[config.mk]
export PLATFORM = sky130hd
export DESIGN_NAME = fetch_unit
export DESIGN_NICKNAME = d
export VERILOG_FILES = /design/src/rtl/fetch_unit_pkg.sv /design/src/rtl/fetch_sync_fifo.sv /design/src/rtl/fetch_unit.sv
export SDC_FILE = /design/constraint.sdc
export NUM_CORES = 1
export LEC_CHECK = 0
export BUFFER_PORTS_ARGS = -buffer_cell sky130_fd_sc_hd__buf_4
export CAP_MARGIN = 20
export CELL_PAD_IN_SITES_DETAIL_PLACEMENT = 0
export CELL_PAD_IN_SITES_GLOBAL_PLACEMENT = 2
export CORE_MARGIN = 4
export CORE_UTILIZATION = 37
export CTS_CLUSTER_DIAMETER = 60
export DETAILED_ROUTE_END_ITERATION = 10
export HOLD_SLACK_MARGIN = 0.05
export PLACE_DENSITY_LB_ADDON = 0.08
export SLEW_MARGIN = 20
export SYNTH_ARGS = -nofsm -noshare
export SYNTH_HDL_FRONTEND = slang
export SYNTH_HIERARCHICAL = 1
export SYNTH_SLANG_ARGS = --single-unit
[constraint.sdc]
create_clock -name clock -period 14 [get_ports clock]
set_input_delay 0.7 -clock clock [delete_from_list [all_inputs] [get_ports clock]]
set_output_delay 0.7 -clock clock [all_outputs]
set_load 0.03 [all_outputs]
[src/rtl/fetch_unit_pkg.sv]
// Shared fetch/micro-op header: fetch-block entry, in-flight request tag, helpers.
package fetch_unit_pkg;

    // Default instructions per fetch block (power of two, 1..8)
    localparam int FETCH_WIDTH_DEFAULT = 2;

    // Tag field widths are sized for the largest supported configuration;
    // the fetch unit zero-extends its live epoch/lane values into them.
    localparam int TAG_EPOCH_W = 8;
    localparam int TAG_LANE_W  = 3;

    typedef struct packed {
        logic [31:0] inst;
        logic [31:0] pc;
    } fb_entry_t;

    typedef struct packed {
        logic [TAG_EPOCH_W-1:0] epoch;
        logic [TAG_LANE_W-1:0]  start_lane;
    } fetch_tag_t;

    // Clear the byte/lane offset bits of a PC for a block of fw instructions
    function automatic logic [31:0] block_base(input logic [31:0] pc, input int fw);
        return pc & ~((32'(fw) << 2) - 32'd1);
    endfunction

endpackage

[src/rtl/fetch_sync_fifo.sv]
// Synchronous FIFO with count/full, optional flush and optional empty bypass.
// With BYPASS set, data pushed into an empty FIFO is visible at the head in
// the same cycle, and a simultaneous pop consumes it without storing it.
module fetch_sync_fifo #(
    parameter int WIDTH  = 8,
    parameter int DEPTH  = 2,
    parameter bit BYPASS = 1'b0,
    localparam int CNT_W = $clog2(DEPTH + 1),
    localparam int PTR_W = (DEPTH > 1) ? $clog2(DEPTH) : 1
) (
    input  logic             i_clk,
    input  logic             i_rst_n,
    input  logic             i_push,
    input  logic             i_pop,
    input  logic             i_flush,
    input  logic [WIDTH-1:0] i_data,
    output logic [WIDTH-1:0] o_head,
    output logic             o_valid,
    output logic             o_full,
    output logic [CNT_W-1:0] o_count
);
    logic [WIDTH-1:0] r_mem [DEPTH];
    logic [PTR_W-1:0] r_rd_ptr;
    logic [PTR_W-1:0] r_wr_ptr;
    logic [CNT_W-1:0] r_count;
    logic             w_empty;
    logic             w_pass;
    logic             w_wr;
    logic             w_rd;

    assign w_empty = (r_count == '0);
    assign o_full  = (r_count == CNT_W'(DEPTH));
    assign o_count = r_count;
    assign w_pass  = BYPASS && w_empty && i_push && i_pop;
    assign w_wr    = i_push && !w_pass && (!o_full || i_pop);
    assign w_rd    = i_pop && !w_empty;
    assign o_valid = !w_empty || (BYPASS && i_push);
    assign o_head  = (BYPASS && w_empty) ? i_data : r_mem[r_rd_ptr];

    function automatic logic [PTR_W-1:0] ptr_inc(input logic [PTR_W-1:0] p);
        return (p == PTR_W'(DEPTH - 1)) ? '0 : p + 1'b1;
    endfunction

    // Pointer and occupancy bookkeeping; flush empties the FIFO
    always_ff @(posedge i_clk or negedge i_rst_n) begin
        if (!i_rst_n) begin
            r_rd_ptr <= '0;
            r_wr_ptr <= '0;
            r_count  <= '0;
        end else if (i_flush) begin
            r_rd_ptr <= '0;
            r_wr_ptr <= '0;
            r_count  <= '0;
        end else begin
            if (w_wr) r_wr_ptr <= ptr_inc(r_wr_ptr);
            if (w_rd) r_rd_ptr <= ptr_inc(r_rd_ptr);
            if (w_wr && !w_rd)      r_count <= r_count + 1'b1;
            else if (w_rd && !w_wr) r_count <= r_count - 1'b1;
        end
    end

    // Storage array, no reset needed since entries are qualified by count
    always_ff @(posedge i_clk) begin
        if (w_wr && !i_flush) r_mem[r_wr_ptr] <= i_data;
    end

endmodule

[src/rtl/fetch_unit.sv]
// Instruction fetch stage: issues block-aligned icache requests under a credit
// limit, tags them with an epoch, drops responses made stale by redirects and
// presents lane-masked bundles to the instruction buffer.
// Handshake rule for every channel here: a transfer happens on a rising edge
// where valid and ready are both high; valid never waits on ready.
module fetch_unit
    import fetch_unit_pkg::*;
#(
    parameter int          FETCH_WIDTH     = FETCH_WIDTH_DEFAULT,
    parameter int          MAX_OUTSTANDING = 2,
    parameter logic [31:0] RESET_PC        = 32'h0000_0000,
    localparam int         EPOCH_W         = $clog2(MAX_OUTSTANDING) + 1
) (
    input  logic                        clock,
    input  logic                        reset_n,
    input  logic                        branch_taken,
    input  logic [31:0]                 branch_pc,
    input  logic                        bp_taken,
    input  logic [31:0]                 bp_target,
    output logic                        core2icache_req_valid,
    input  logic                        core2icache_req_ready,
    output logic [31:0]                 core2icache_addr,
    input  logic                        icache2core_resp_valid,
    input  logic [32*FETCH_WIDTH-1:0]   icache2core_data,
    output fb_entry_t [FETCH_WIDTH-1:0] insts_out,
    output logic [FETCH_WIDTH-1:0]      insts_out_lane_valid,
    output logic                        insts_out_valid,
    input  logic                        insts_out_ready
);
    localparam int CNT_W  = $clog2(MAX_OUTSTANDING + 1);
    localparam int TAG_W  = $bits(fetch_tag_t) + 32;
    localparam int RESP_W = 32 * FETCH_WIDTH + 32 + TAG_LANE_W;

    logic [31:0]         r_pc;
    logic [EPOCH_W-1:0]  r_epoch;
    logic [CNT_W-1:0]    r_outstanding;
    logic                r_active;

    logic [31:0]         w_block_base;
    fetch_tag_t          w_tag_new;
    logic [TAG_W-1:0]    w_tag_head;
    fetch_tag_t          w_tag_s;
    logic [31:0]         w_tag_base;
    logic                w_tag_valid;
    logic                w_tag_full;
    logic [CNT_W-1:0]    w_tag_count;
    logic                w_can_issue;
    logic                w_fire;
    logic                w_resp_take;
    logic                w_resp_push;
    logic [RESP_W-1:0]   w_resp_head;
    logic                w_resp_valid;
    logic                w_resp_full;
    logic [CNT_W-1:0]    w_resp_count;
    logic                w_out_pop;
    logic [31:0]         w_h_base;
    logic [TAG_LANE_W-1:0] w_h_lane;

    assign w_block_base         = block_base(r_pc, FETCH_WIDTH);
    assign core2icache_addr     = w_block_base;
    assign w_tag_new.epoch      = TAG_EPOCH_W'(r_epoch);
    assign w_tag_new.start_lane = TAG_LANE_W'((r_pc >> 2) & 32'(FETCH_WIDTH - 1));

    // Credit counts both in-flight requests and buffered responses
    assign w_can_issue = (32'(r_outstanding) + 32'(w_resp_count)) < 32'(MAX_OUTSTANDING);
    assign core2icache_req_valid = r_active && w_can_issue && !branch_taken;
    assign w_fire = core2icache_req_valid && core2icache_req_ready;

    assign w_tag_s     = w_tag_head[$bits(fetch_tag_t)-1:0];
    assign w_tag_base  = w_tag_head[TAG_W-1 -: 32];
    assign w_resp_take = icache2core_resp_valid && w_tag_valid;
    assign w_resp_push = w_resp_take && !branch_taken &&
                         (w_tag_s.epoch == TAG_EPOCH_W'(r_epoch));
    assign w_out_pop   = w_resp_valid && insts_out_ready && !branch_taken;
    assign insts_out_valid = w_resp_valid;

    fetch_sync_fifo #(.WIDTH(TAG_W), .DEPTH(MAX_OUTSTANDING), .BYPASS(1'b0)) u_tag_fifo (
        .i_clk   (clock),
        .i_rst_n (reset_n),
        .i_push  (w_fire),
        .i_pop   (w_resp_take),
        .i_flush (1'b0),
        .i_data  ({w_block_base, w_tag_new}),
        .o_head  (w_tag_head),
        .o_valid (w_tag_valid),
        .o_full  (w_tag_full),
        .o_count (w_tag_count)
    );

    fetch_sync_fifo #(.WIDTH(RESP_W), .DEPTH(MAX_OUTSTANDING), .BYPASS(1'b1)) u_resp_fifo (
        .i_clk   (clock),
        .i_rst_n (reset_n),
        .i_push  (w_resp_push),
        .i_pop   (w_out_pop),
        .i_flush (branch_taken),
        .i_data  ({icache2core_data, w_tag_base, w_tag_s.start_lane}),
        .o_head  (w_resp_head),
        .o_valid (w_resp_valid),
        .o_full  (w_resp_full),
        .o_count (w_resp_count)
    );

    assign w_h_base = w_resp_head[TAG_LANE_W +: 32];
    assign w_h_lane = w_resp_head[TAG_LANE_W-1:0];

    // Unpack the FIFO head into per-lane entries; all zero when nothing is valid
    always_comb begin
        insts_out            = '0;
        insts_out_lane_valid = '0;
        if (w_resp_valid) begin
            for (int i = 0; i < FETCH_WIDTH; i++) begin
                insts_out[i].inst       = w_resp_head[32*FETCH_WIDTH + 32 + TAG_LANE_W - 32*(FETCH_WIDTH-i) +: 32];
                insts_out[i].pc         = w_h_base + 32'(4 * i);
                insts_out_lane_valid[i] = (TAG_LANE_W'(i) >= w_h_lane);
            end
        end
    end

    // PC, epoch, in-flight count; redirect wins over fire and responses
    always_ff @(posedge clock or negedge reset_n) begin
        if (!reset_n) begin
            r_pc          <= RESET_PC;
            r_epoch       <= '0;
            r_outstanding <= '0;
            r_active      <= 1'b0;
        end else begin
            r_active <= 1'b1;
            if (branch_taken) begin
                r_pc    <= branch_pc;
                r_epoch <= r_epoch + 1'b1;
            end else if (w_fire) begin
                r_pc <= bp_taken ? bp_target : w_block_base + 32'(4 * FETCH_WIDTH);
            end
            if (w_fire && !w_resp_take)      r_outstanding <= r_outstanding + 1'b1;
            else if (w_resp_take && !w_fire) r_outstanding <= r_outstanding - 1'b1;
        end
    end

    // Protocol and bookkeeping checks
    a_resp_without_req: assert property (@(posedge clock) disable iff (!reset_n)
        icache2core_resp_valid |-> (r_outstanding != '0));
    a_addr_stable: assert property (@(posedge clock) disable iff (!reset_n)
        (core2icache_req_valid && !core2icache_req_ready && !branch_taken) |=> $stable(core2icache_addr));
    a_tag_no_overflow: assert property (@(posedge clock) disable iff (!reset_n)
        w_fire |-> (!w_tag_full || w_resp_take));
    a_tag_tracks_count: assert property (@(posedge clock) disable iff (!reset_n)
        w_tag_count == r_outstanding);
    a_resp_no_overrun: assert property (@(posedge clock) disable iff (!reset_n)
        w_resp_push |-> (!w_resp_full || w_out_pop));

endmodule

======== Word-level counts from Yosys, hierarchy flattened ========
Memory sizes are Yosys's and may differ from the RTL's.
Cells that the tools add are included.
storage, ports and cells
  flip-flop bits (word level) ............. 45
  bits in writable memories ............... 262
  bits of input ports ..................... 135
  output and inout port bits .............. 164
  logic and storage cells ................. 102
  memories kept ........................... 2
cells by class
  add/subtract/negate cells ............... 14
  order comparisons ....................... 3
  eq/ne operators ......................... 3
  muxes and demuxes ....................... 25
  reductions and logical operators ........ 45
memory list
  name               words  bits a word  rd ports  clocked after memory_dff  write ports  RTL line               RTL
  u_resp_fifo.r_mem  2      99           1         0                         1            fetch_sync_fifo.sv:22  logic [WIDTH-1:0] r_mem [DEPTH];
  u_tag_fifo.r_mem   2      32           1         0                         1            fetch_sync_fifo.sv:22
operator list
  cell                   count
  $mux 128               1
  $mux 99                1
  $mux 32                3
  $add 32x3->32 const B  1
  $add 32x4->32 const B  1
  $logic_and 1x1->1      22
  $mux 2                 8
  $logic_not 1->1        12
  $mux 1                 12
  $reduce_bool 2->1      5
  $add 2x1->2 const B    4
  $eq 8x2->1             1
  $ge 1x3->1 const A     2
  $sub 2x1->2 const B    3
  $add 1x1->1 const B    4
  $eq 2x2->1 const B     2
  $logic_not 2->1        2
  $add 2x2->3            1
  $logic_or 1x1->1       3
  $lt 3x2->1 const B     1
  $reduce_bool 3->1      1

======== Logic depth before layout (Yosys ltp) ========
Gate-level depths: netlist (run 1).
  word-level depth ........................ 17
  mapped depth ............................ 13
  depth with buffers taken out ............ 10

======== Cells and area by module ========
The synthesis (run 1) kept the hierarchy.
modules (own cells, without submodules)
  module                          instances  cells an instance  area each (um2)  seq. area each (um2)
  fetch_sync_fifo at u_resp_fifo  1          564                8348.0           6045.8
  fetch_unit                      1          568                4096.4           875.8
  fetch_sync_fifo at u_tag_fifo   1          161                3365.7           2682.6

======== Least setup slack after synthesis (run 1) ========
No wires, ideal clock.
  path type ............................... reg-to-reg
  start ................................... reg u_tag_fifo.r_rd_ptr
  end ..................................... mem u_resp_fifo/r_mem[1][0] (netlist name), enable pin
  setup time .............................. 0.699 ns
  arrival time ............................ 10.266 ns
  required time ........................... 13.301 ns
  path slack .............................. 3.035 ns
  cell stages (with the launch flop) ...... 14
  path buffers ............................ 4
  clock period less this slack ............ 10.965 ns
  cells stage by stage .................... dfrtp_1 -> buf_2 -> buf_6 -> mux2_1 -> nor4_1 -> nand4_1 -> nor2_1 -> or3_1 -> clkbuf_1 -> clkbuf_1 -> and3_1 -> xnor2_1 -> o21ai_0 -> nor3b_1
on the way
  word-level cells in the longest chain between the ends .. 13
  elaborated cells on any way between the ends .. 15
  classes of those cells .................. eq/ne: 1; mux: 2; reduce/logical: 11; memory: 1
RTL lines
  what                               RTL line               RTL
  start: declaration                 fetch_sync_fifo.sv:23  logic [PTR_W-1:0] r_rd_ptr;
  start signal: assignment           fetch_sync_fifo.sv:56  if (w_rd) r_rd_ptr <= ptr_inc(r_rd_ptr);
  $mem_v2 2x32 *                     n/a
  $eq 8x2->1 *                       fetch_unit.sv:73       (w_tag_s.epoch == TAG_EPOCH_W'(r_epoch));
  $logic_and 1x1->1 *                fetch_unit.sv:72       assign w_resp_push = w_resp_take && !branch_taken &&
  named net w_resp_push              fetch_unit.sv:50       logic w_resp_push;
  $logic_or 1x1->1 *                 fetch_sync_fifo.sv:37  assign o_valid = !w_empty || (BYPASS && i_push);
  named net insts_out_valid          fetch_unit.sv:27       output logic insts_out_valid,
  $logic_and 1x1->1 * (2 in series)  fetch_unit.sv:74       assign w_out_pop = w_resp_valid && insts_out_ready && !branch_taken;
  named net w_out_pop                fetch_unit.sv:55       logic w_out_pop;
  $logic_and 1x1->1                  fetch_sync_fifo.sv:34  assign w_pass = BYPASS && w_empty && i_push && i_pop;
  $logic_not 1->1                    fetch_sync_fifo.sv:35  assign w_wr = i_push && !w_pass && (!o_full || i_pop);
  $logic_and 1x1->1                  fetch_sync_fifo.sv:35
  $logic_and 1x1->1 *                fetch_sync_fifo.sv:35
  $logic_and 1x1->1 *                fetch_sync_fifo.sv:64  if (w_wr && !i_flush) r_mem[r_wr_ptr] <= i_data;
  $mux 1 *                           fetch_sync_fifo.sv:64
  $mux 1 (not written as such) *     fetch_sync_fifo.sv:64
  end: declaration                   fetch_sync_fifo.sv:22
The timed path passes the listed nets; every way through them passes the cells marked *.

==> load_flow_metrics.sql, run 1 <==
INSERT INTO impl_metrics (metric_group, metric, value, unit) VALUES
('layout', 'fin_util', '0.464', ''),
('detailed_routing', 'drt_iter0_drc', '473', ''),
('die', 'fp.dieArea', '46100', 'sq um'),
('die', 'die_height', '215', 'um'),
('global_route', 'grt_pass1_vias', '10200', ''),
('cts', 'htree_levels', '2', ''),
('die', 'core_area', '42000', 'sq um'),
('layout', 'layout_commonest_cell', 'sky130_fd_sc_hd__buf_4', ''),
('timing', 'count_of_endpoints_failing_setup_in_the_final_report', '0', ''),
('cts', 'cts.clk_slew.worst_paths', '0.06', 'ns'),
('cts', 'cts.root.buffer_cell', 'sky130_fd_sc_hd__clkbuf_16', ''),
('placement', 'dpl.cell_count', '2052', ''),
('power_and_ir_drop', 'power.switching', '0.545', 'mW'),
('worst_setup_path', 'path_max_fanout', '80', ''),
('timing', 'period_share', '0.386', ''),
('detailed_routing', 'detailed_route_wire_length_per_cell', '19.1', 'um'),
('timing', 'worst_slew_margin_rel', '0.336', ''),
('layout', 'synthToLayoutAreaGrowth', '23.4', '%'),
('global_route', 'grt-ovfl-total', '0', ''),
('placement', 'place_worst_setup_slack', '8.53', 'ns'),
('status', 'run_status', 'completed', ''),
('worst_setup_path', 'worst_setup_path_start_kind', 'register', ''),
('layout', 'finish.net_count', '1694', ''),
('power_and_ir_drop', 'total_leakage_power', '7.17', 'nW'),
('timing', 'hold_violations', '0', ''),
('placement', 'io_buffers', '291', ''),
('global_route', 'global_route.peak_usage_layer', 'met2', ''),
('layout', 'layout.cells.non_filler', '2123', ''),
('layout', 'layout-drive-gt1-share', '0.236', ''),
('worst_hold_path', 'worstHoldPathType', 'input pin to async pin', ''),
('cts', 'insertion_delay', '0.55', 'ns'),
('worst_setup_path', 'critPathRequiredTime', '13.30', 'ns'),
('cts', 'numCtsBuffers', '40', ''),
('global_route', 'antenna_found_initial', '0', ''),
('timing', 'skew_final', '0.0130', 'ns'),
('global_route', 'grt_util_all_layers', '0.171', ''),
('die', 'fp-row-count', '75', ''),
('worst_setup_path', 'timing.setup.critical_path_class', 'register to primary output', ''),
('power_and_ir_drop', 'power.share.clock', '0.429', ''),
('layout', 'antenna_cells', '0', ''),
('detailed_routing', 'drt_first_pass_iters', '4', ''),
('logic_synthesis', 'yosysWarningCount', '6', ''),
('timing', 'fin_setup_tns', '0', 'ns'),
('die', 'die_width', '215', 'um'),
('power_and_ir_drop', 'internal_pwr_total', '1.78', 'mW'),
('timing', 'fmax', '0.185', 'GHz'),
('worst_setup_path', 'endpoint_kind', 'primary output', ''),
('placement', 'routabilityCongestion', '0.776', ''),
('global_route', 'pin_count_of_the_biggest_net_entering_global_routing', '117', ''),
('power_and_ir_drop', 'vdd_ir_drop_max', '0.0699', 'mV'),
('timing', 'report.final.slew_viol_count', '0', ''),
('cts', 'cts_post_setup_buffers_inserted', '0', ''),
('cts', 'post_cts_resize_count', '0', ''),
('timing', 'final_period_minus_worst_setup_slack', '5.41', 'ns'),
('global_route', 'globalRouteMet3Util', '0.0332', ''),
('power_and_ir_drop', 'overall_power_of_the_completed_layout', '2.33', 'mW'),
('die', 'initial_core_util', '0.376', ''),
('power_and_ir_drop', 'seqPwrFrac', '0.486', ''),
('die', 'boundaryPins', '299', ''),
('cts', 'ctsLongestPathBuffers', '3', ''),
('power_and_ir_drop', 'power_density', '119', 'nW/um^2'),
('global_route', 'grt_use_met2', '0.264', ''),
('logic_synthesis', 'syn_area', '15800', 'sq um'),
('layout', 'final_cell_mix', 'sky130_fd_sc_hd__buf_4 (305), sky130_fd_sc_hd__edfxtp_1 (284), sky130_fd_sc_hd__a21oi_1 (131)', ''),
('detailed_routing', 'detail-route-antenna-nets', '0', ''),
('worst_setup_path', 'worst-endpoint-arrival', '4.71', 'ns'),
('flow_run', 'drv_cap', '0', ''),
('detailed_routing', 'avgViaCountPerCell', '4.94', ''),
('detailed_routing', 'wl', '40600', 'um'),
('detailed_routing', 'routed-via-count', '10500', ''),
('power_and_ir_drop', 'pwr-share-comb', '0.084', '');
stage by stage:
stage          hold slack (ns)  area, sq um
2_1_floorplan            0.404        15900
3_3_place_gp             0.504        18200
3_5_place_dp             0.502        18200
4_1_cts                  0.168        19500
5_1_grt                  0.195        19500
6_report                 0.147        19500
per-layer routing:
metal	vias to the layer above	part of all wire
met5	-	0
met2	276	0.45
met1	5015	0.48
met3	50	0.049
li1	5150	-
met4	0	0.020
worst paths after layout:
check | startpoint | slack (ns) | depth (start not counted) | endpoint
min | reset_n | 0.15 | 1 | r_pc[28]
min reg2reg | r_outstanding[1] | 0.51 | 1 | r_outstanding[1]
max | u_resp_fifo/o_count[1] | 8.59 | 11 | insts_out[94]
max reg2reg | u_tag_fifo/r_rd_ptr | 8.96 | 11 | u_resp_fifo/r_mem[1][81]
max in group asynchronous | reset_n | 13.31 | 1 | u_tag_fifo/r_rd_ptr
min in group clock | icache2core_data[58] | 0.35 | 1 | u_resp_fifo/r_mem[0][93]
registers in the layout, summed over array words and instances (netlist names):
name,cells
r_outstanding,2
u_tag_fifo/r_rd_ptr,1
u_tag_fifo/o_count,2
u_resp_fifo/r_mem,198
u_resp_fifo/r_rd_ptr,1
r_epoch,2
u_tag_fifo/r_wr_ptr,1
u_resp_fifo/o_count,2
r_pc,30
r_active,1
u_resp_fifo/r_wr_ptr,1
u_tag_fifo/r_mem,86
worst max-delay path, stage by stage, from the launching register on:
cell and delay [ns]:
sky130_fd_sc_hd__dfrtp_1 0.54, sky130_fd_sc_hd__or2_4 0.59, sky130_fd_sc_hd__buf_4 0.76, sky130_fd_sc_hd__nor2_1 0.09, sky130_fd_sc_hd__a21oi_1 0.50, sky130_fd_sc_hd__ha_1 0.33, sky130_fd_sc_hd__nand2_1 0.10, sky130_fd_sc_hd__nor2_1 0.54
sky130_fd_sc_hd__nand4_1 0.20, sky130_fd_sc_hd__xnor2_1 0.16, sky130_fd_sc_hd__and2_1 0.17, sky130_fd_sc_hd__buf_4 0.16
power by group through the flow:
stage               Combinational [mW]  Clock, mW  Sequential (mW)
global placement                 0.196          0             1.15
CTS                              0.199       1.03             1.13
floorplan                        0.133          0             1.14
finish                           0.196      0.999             1.13
detailed placement               0.197          0             1.15
global route                     0.218       1.08             1.14
cell type report:
cell class | count | area (sq um) | area share
clock inverter | 17 | 183 | 0.00937
timing repair buffer | 305 | 2290 | 0.117
tap | 539 | 674 | 0.0346
multi-input combinational | 869 | 5590 | 0.287
sequential | 327 | 9610 | 0.493
inverter | 12 | 45.0 | 0.00231
clock buffer | 54 | 1100 | 0.0562
Power figures use the tool's default switching activity.
==> inputs of run 2 (changes only) <==
- ABC_AREA: not set -> 1
- CORE_UTILIZATION: 37 -> 34
- clock period: 14 -> 5.27 ns (I/O delays scaled with it)
==> load_flow_metrics.sql, run 2 <==
INSERT INTO impl_metrics (metric_group, metric, value, unit) VALUES
('global_route', 'grt_pass1_vias', '13400', ''),
('timing', 'fmax', '0.219', 'GHz'),
('worst_setup_path', 'timing.critical_path.depth', '14', ''),
('detailed_routing', 'drt_iter0_drc', '813', ''),
('cts', 'cts.root.buffer_cell', 'sky130_fd_sc_hd__clkbuf_16', ''),
('cts', 'clock_sinks', '327', ''),
('layout', 'largest_register_ffs', '198', ''),
('worst_setup_path', 'worst_setup_path_startpoint', 'u_tag_fifo/r_rd_ptr', ''),
('power_and_ir_drop', 'overall_power_of_the_completed_layout', '8.99', 'mW'),
('worst_hold_path', 'timing.hold.worst_endpoint', 'r_pc[22]', ''),
('die', 'die_width', '228', 'um'),
('logic_synthesis', 'syn_area_per_cell', '8.88', 'sq um'),
('timing', 'count_of_endpoints_failing_setup_in_the_final_report', '0', ''),
('global_route', 'pin_count_of_the_biggest_net_entering_global_routing', '100', ''),
('logic_synthesis', 'yosysWarningCount', '6', ''),
('placement', 'place.detailed.hpwl', '32600', 'um'),
('timing', 'max_slew.worst_pin.slew', '0.992', 'ns'),
('die', 'fp.dieArea', '52100', 'sq um'),
('layout', 'final_cell_mix', 'sky130_fd_sc_hd__nand2_1 (577), sky130_fd_sc_hd__buf_4 (305), sky130_fd_sc_hd__edfxtp_1 (284)', ''),
('timing', 'period_share', '0.864', ''),
('global_route', 'grt_pass1_wl', '77400', 'um'),
('worst_setup_path', 'path_max_fanout', '82', ''),
('worst_hold_path', 'min_delay_path_depth', '5', ''),
('logic_synthesis', 'syn_area', '16500', 'sq um'),
('die', 'fp-row-count', '80', ''),
('die', 'die_height', '228', 'um'),
('worst_setup_path', 'endpoint_kind', 'primary output', ''),
('worst_setup_path', 'timing.setup.critical_path_class', 'register to primary output', ''),
('global_route', 'antenna_found_initial', '0', ''),
('layout', 'synthToLayoutAreaGrowth', '31.2', '%'),
('layout', 'registers.top_by_ff_count', 'u_resp_fifo/r_mem', ''),
('worst_setup_path', 'r2r-start', 'u_tag_fifo/r_rd_ptr', ''),
('timing', 'worst_slack', '0.714', 'ns'),
('layout', 'finish.net_count', '2379', ''),
('global_route', 'grt_util_all_layers', '0.185', ''),
('die', 'boundaryPins', '299', ''),
('timing', 'worst_slew_margin_rel', '0.335', ''),
('timing', 'hold_violations', '0', ''),
('layout', 'layout-drive-gt1-share', '0.192', ''),
('layout', 'antenna_cells', '0', ''),
('worst_setup_path', 'slowest_delay', '0.81', 'ns'),
('detailed_routing', 'routed-via-count', '13400', ''),
('worst_setup_path', 'worstPathCellList', 'buf_4 > nand2_1 > nand2_1 > nor4_1 > nand3_1 > a211oi_1 > inv_1 > nand2_4 > buf_4 > nand2_1 > inv_1 > a21oi_1 > a21oi_1 > buf_4', ''),
('cts', 'htree_levels', '2', ''),
('global_route', 'grt-ovfl-total', '0', ''),
('logic_synthesis', 'post_synthesis_cell_count', '1859', ''),
('detailed_routing', 'avgViaCountPerCell', '4.64', ''),
('worst_setup_path', 'regToRegSetupSlack', '1.20', 'ns'),
('placement', 'routabilityCongestion', '0.804', ''),
('worst_hold_path', 'worstHoldPathType', 'input pin to register', ''),
('power_and_ir_drop', 'power_density', '415', 'nW/um^2'),
('detailed_routing', 'drcViolationCount', '0', ''),
('worst_setup_path', 'rr_endpoint', 'u_resp_fifo/r_mem[0][54]', ''),
('timing', 'fin_setup_tns', '0', 'ns'),
('worst_setup_path', 'path_delay_family', 'buffers and inverters', ''),
('worst_setup_path', 'worst-endpoint-arrival', '4.29', 'ns'),
('timing', 'rsz0062_at_grt', 'no', ''),
('detailed_routing', 'wl', '49300', 'um'),
('worst_setup_path', 'crit_buf_inv', '5', ''),
('timing', 'report.final.slew_viol_count', '0', ''),
('cts', 'numCtsBuffers', '42', ''),
('worst_setup_path', 'worst_setup_path_start_kind', 'register', ''),
('layout', 'biggestRegsByFlops', 'u_resp_fifo/r_mem (198), u_tag_fifo/r_mem (86), r_pc (30)', ''),
('detailed_routing', 'detail-route-antenna-nets', '0', ''),
('placement', 'place_worst_setup_slack', '1.14', 'ns'),
('cts', 'ctsLongestPathBuffers', '3', ''),
('timing', 'skew_final', '0.0205', 'ns'),
('die', 'initial_core_util', '0.345', ''),
('worst_hold_path', 'hold_start', 'branch_pc[22]', ''),
('worst_setup_path', 'crit_path_top_delay_cell', 'sky130_fd_sc_hd__buf_4', ''),
('power_and_ir_drop', 'total_leakage_power', '9.68', 'nW'),
('cts', 'cts.clk_slew.worst_paths', '0.06', 'ns'),
('cts', 'cts_tree', 'yes', ''),
('worst_setup_path', 'timing.reg2reg.worst_path_depth', '15', ''),
('cts', 'cts_post_setup_buffers_inserted', '0', ''),
('layout', 'layout_commonest_cell', 'sky130_fd_sc_hd__nand2_1', ''),
('die', 'core_area', '47800', 'sq um'),
('detailed_routing', 'detailed_route_wire_length_per_cell', '17.1', 'um'),
('timing', 'final_period_minus_worst_setup_slack', '4.56', 'ns'),
('power_and_ir_drop', 'vdd_ir_drop_max', '0.218', 'mV'),
('cts', 'insertion_delay', '0.56', 'ns'),
('placement', 'io_buffers', '291', ''),
('worst_setup_path', 'critPathRequiredTime', '5.01', 'ns'),
('status', 'run_status', 'completed', ''),
('flow_run', 'drv_cap', '0', ''),
('detailed_routing', 'drt_first_pass_iters', '5', '');
[run 2: worst max path at each step]
| stage | to | slack (ns) |
|---|---|---|
| 2_1_floorplan | u_resp_fifo/r_mem[0][0] | 0.14 |
| 3_3_place_gp | insts_out[82] | 1.21 |
| 3_5_place_dp | u_resp_fifo/r_mem[0][46] | 1.14 |
| 4_1_cts | insts_out[72] | 0.52 |
| 5_1_grt | insts_out[82] | 0.19 |
| 6_report | insts_out[72] | 0.71 |
[run 2: metrics by stage]
| step | utilization | hold WS [ns] | cell area, sq um | cells |
|---|---|---|---|---|
| 3_5_place_dp | 0.398 | 0.335 | 19000 | 2688 |
| 4_1_cts | 0.453 | 0.0832 | 21700 | 2887 |
| 6_report | 0.453 | 0.123 | 21700 | 2887 |
| 5_1_grt | 0.453 | 0.147 | 21700 | 2887 |
| 3_3_place_gp | 0.398 | 0.333 | 19000 | 2688 |
| 2_1_floorplan | - | -0.0321 | 16600 | 1884 |
[run 2: what timing repair did]
item / 4_1_cts / 5_1_grt
hold buffers: 123 / 0
gates resized for setup: 0 / 0
endpoints found under the hold margin: 203 / 0
[run 2: layer usage]
metal	routed length [um]	track usage	up-vias
met5	0	0	-
met4	995	0.0476	0
met3	2330	0.0345	62
met2	22800	0.296	328
met1	23200	0.260	6255
li1	-	-	6758
[run 2: worst min-delay path: stages]
cell and delay [ns]:
sky130_fd_sc_hd__buf_4 0.11, sky130_fd_sc_hd__nor2_1 0.09, sky130_fd_sc_hd__nor2_1 0.07, sky130_fd_sc_hd__nand2_1 0.06, sky130_fd_sc_hd__nand2_1 0.04
[run 2: final cells by class]
| cell class | instances | area [sq um] |
|---|---|---|
| fillers | 4761 | 26200 |
| flip-flops and latches | 327 | 9610 |
| multi-input cells | 1257 | 5630 |
| repair buffers | 430 | 3560 |
| clock buffers | 49 | 1080 |
| well taps | 615 | 769 |
| inverters | 182 | 687 |
| clock inverters | 27 | 325 |
[run 2: where the power goes]
| group | internal [mW] | switching [mW] |
|---|---|---|
| clock | 1.78 | 1.12 |
| sequential | 2.95 | 0.156 |
| combinational | 0.975 | 2.01 |
| total | 5.70 | 3.29 |
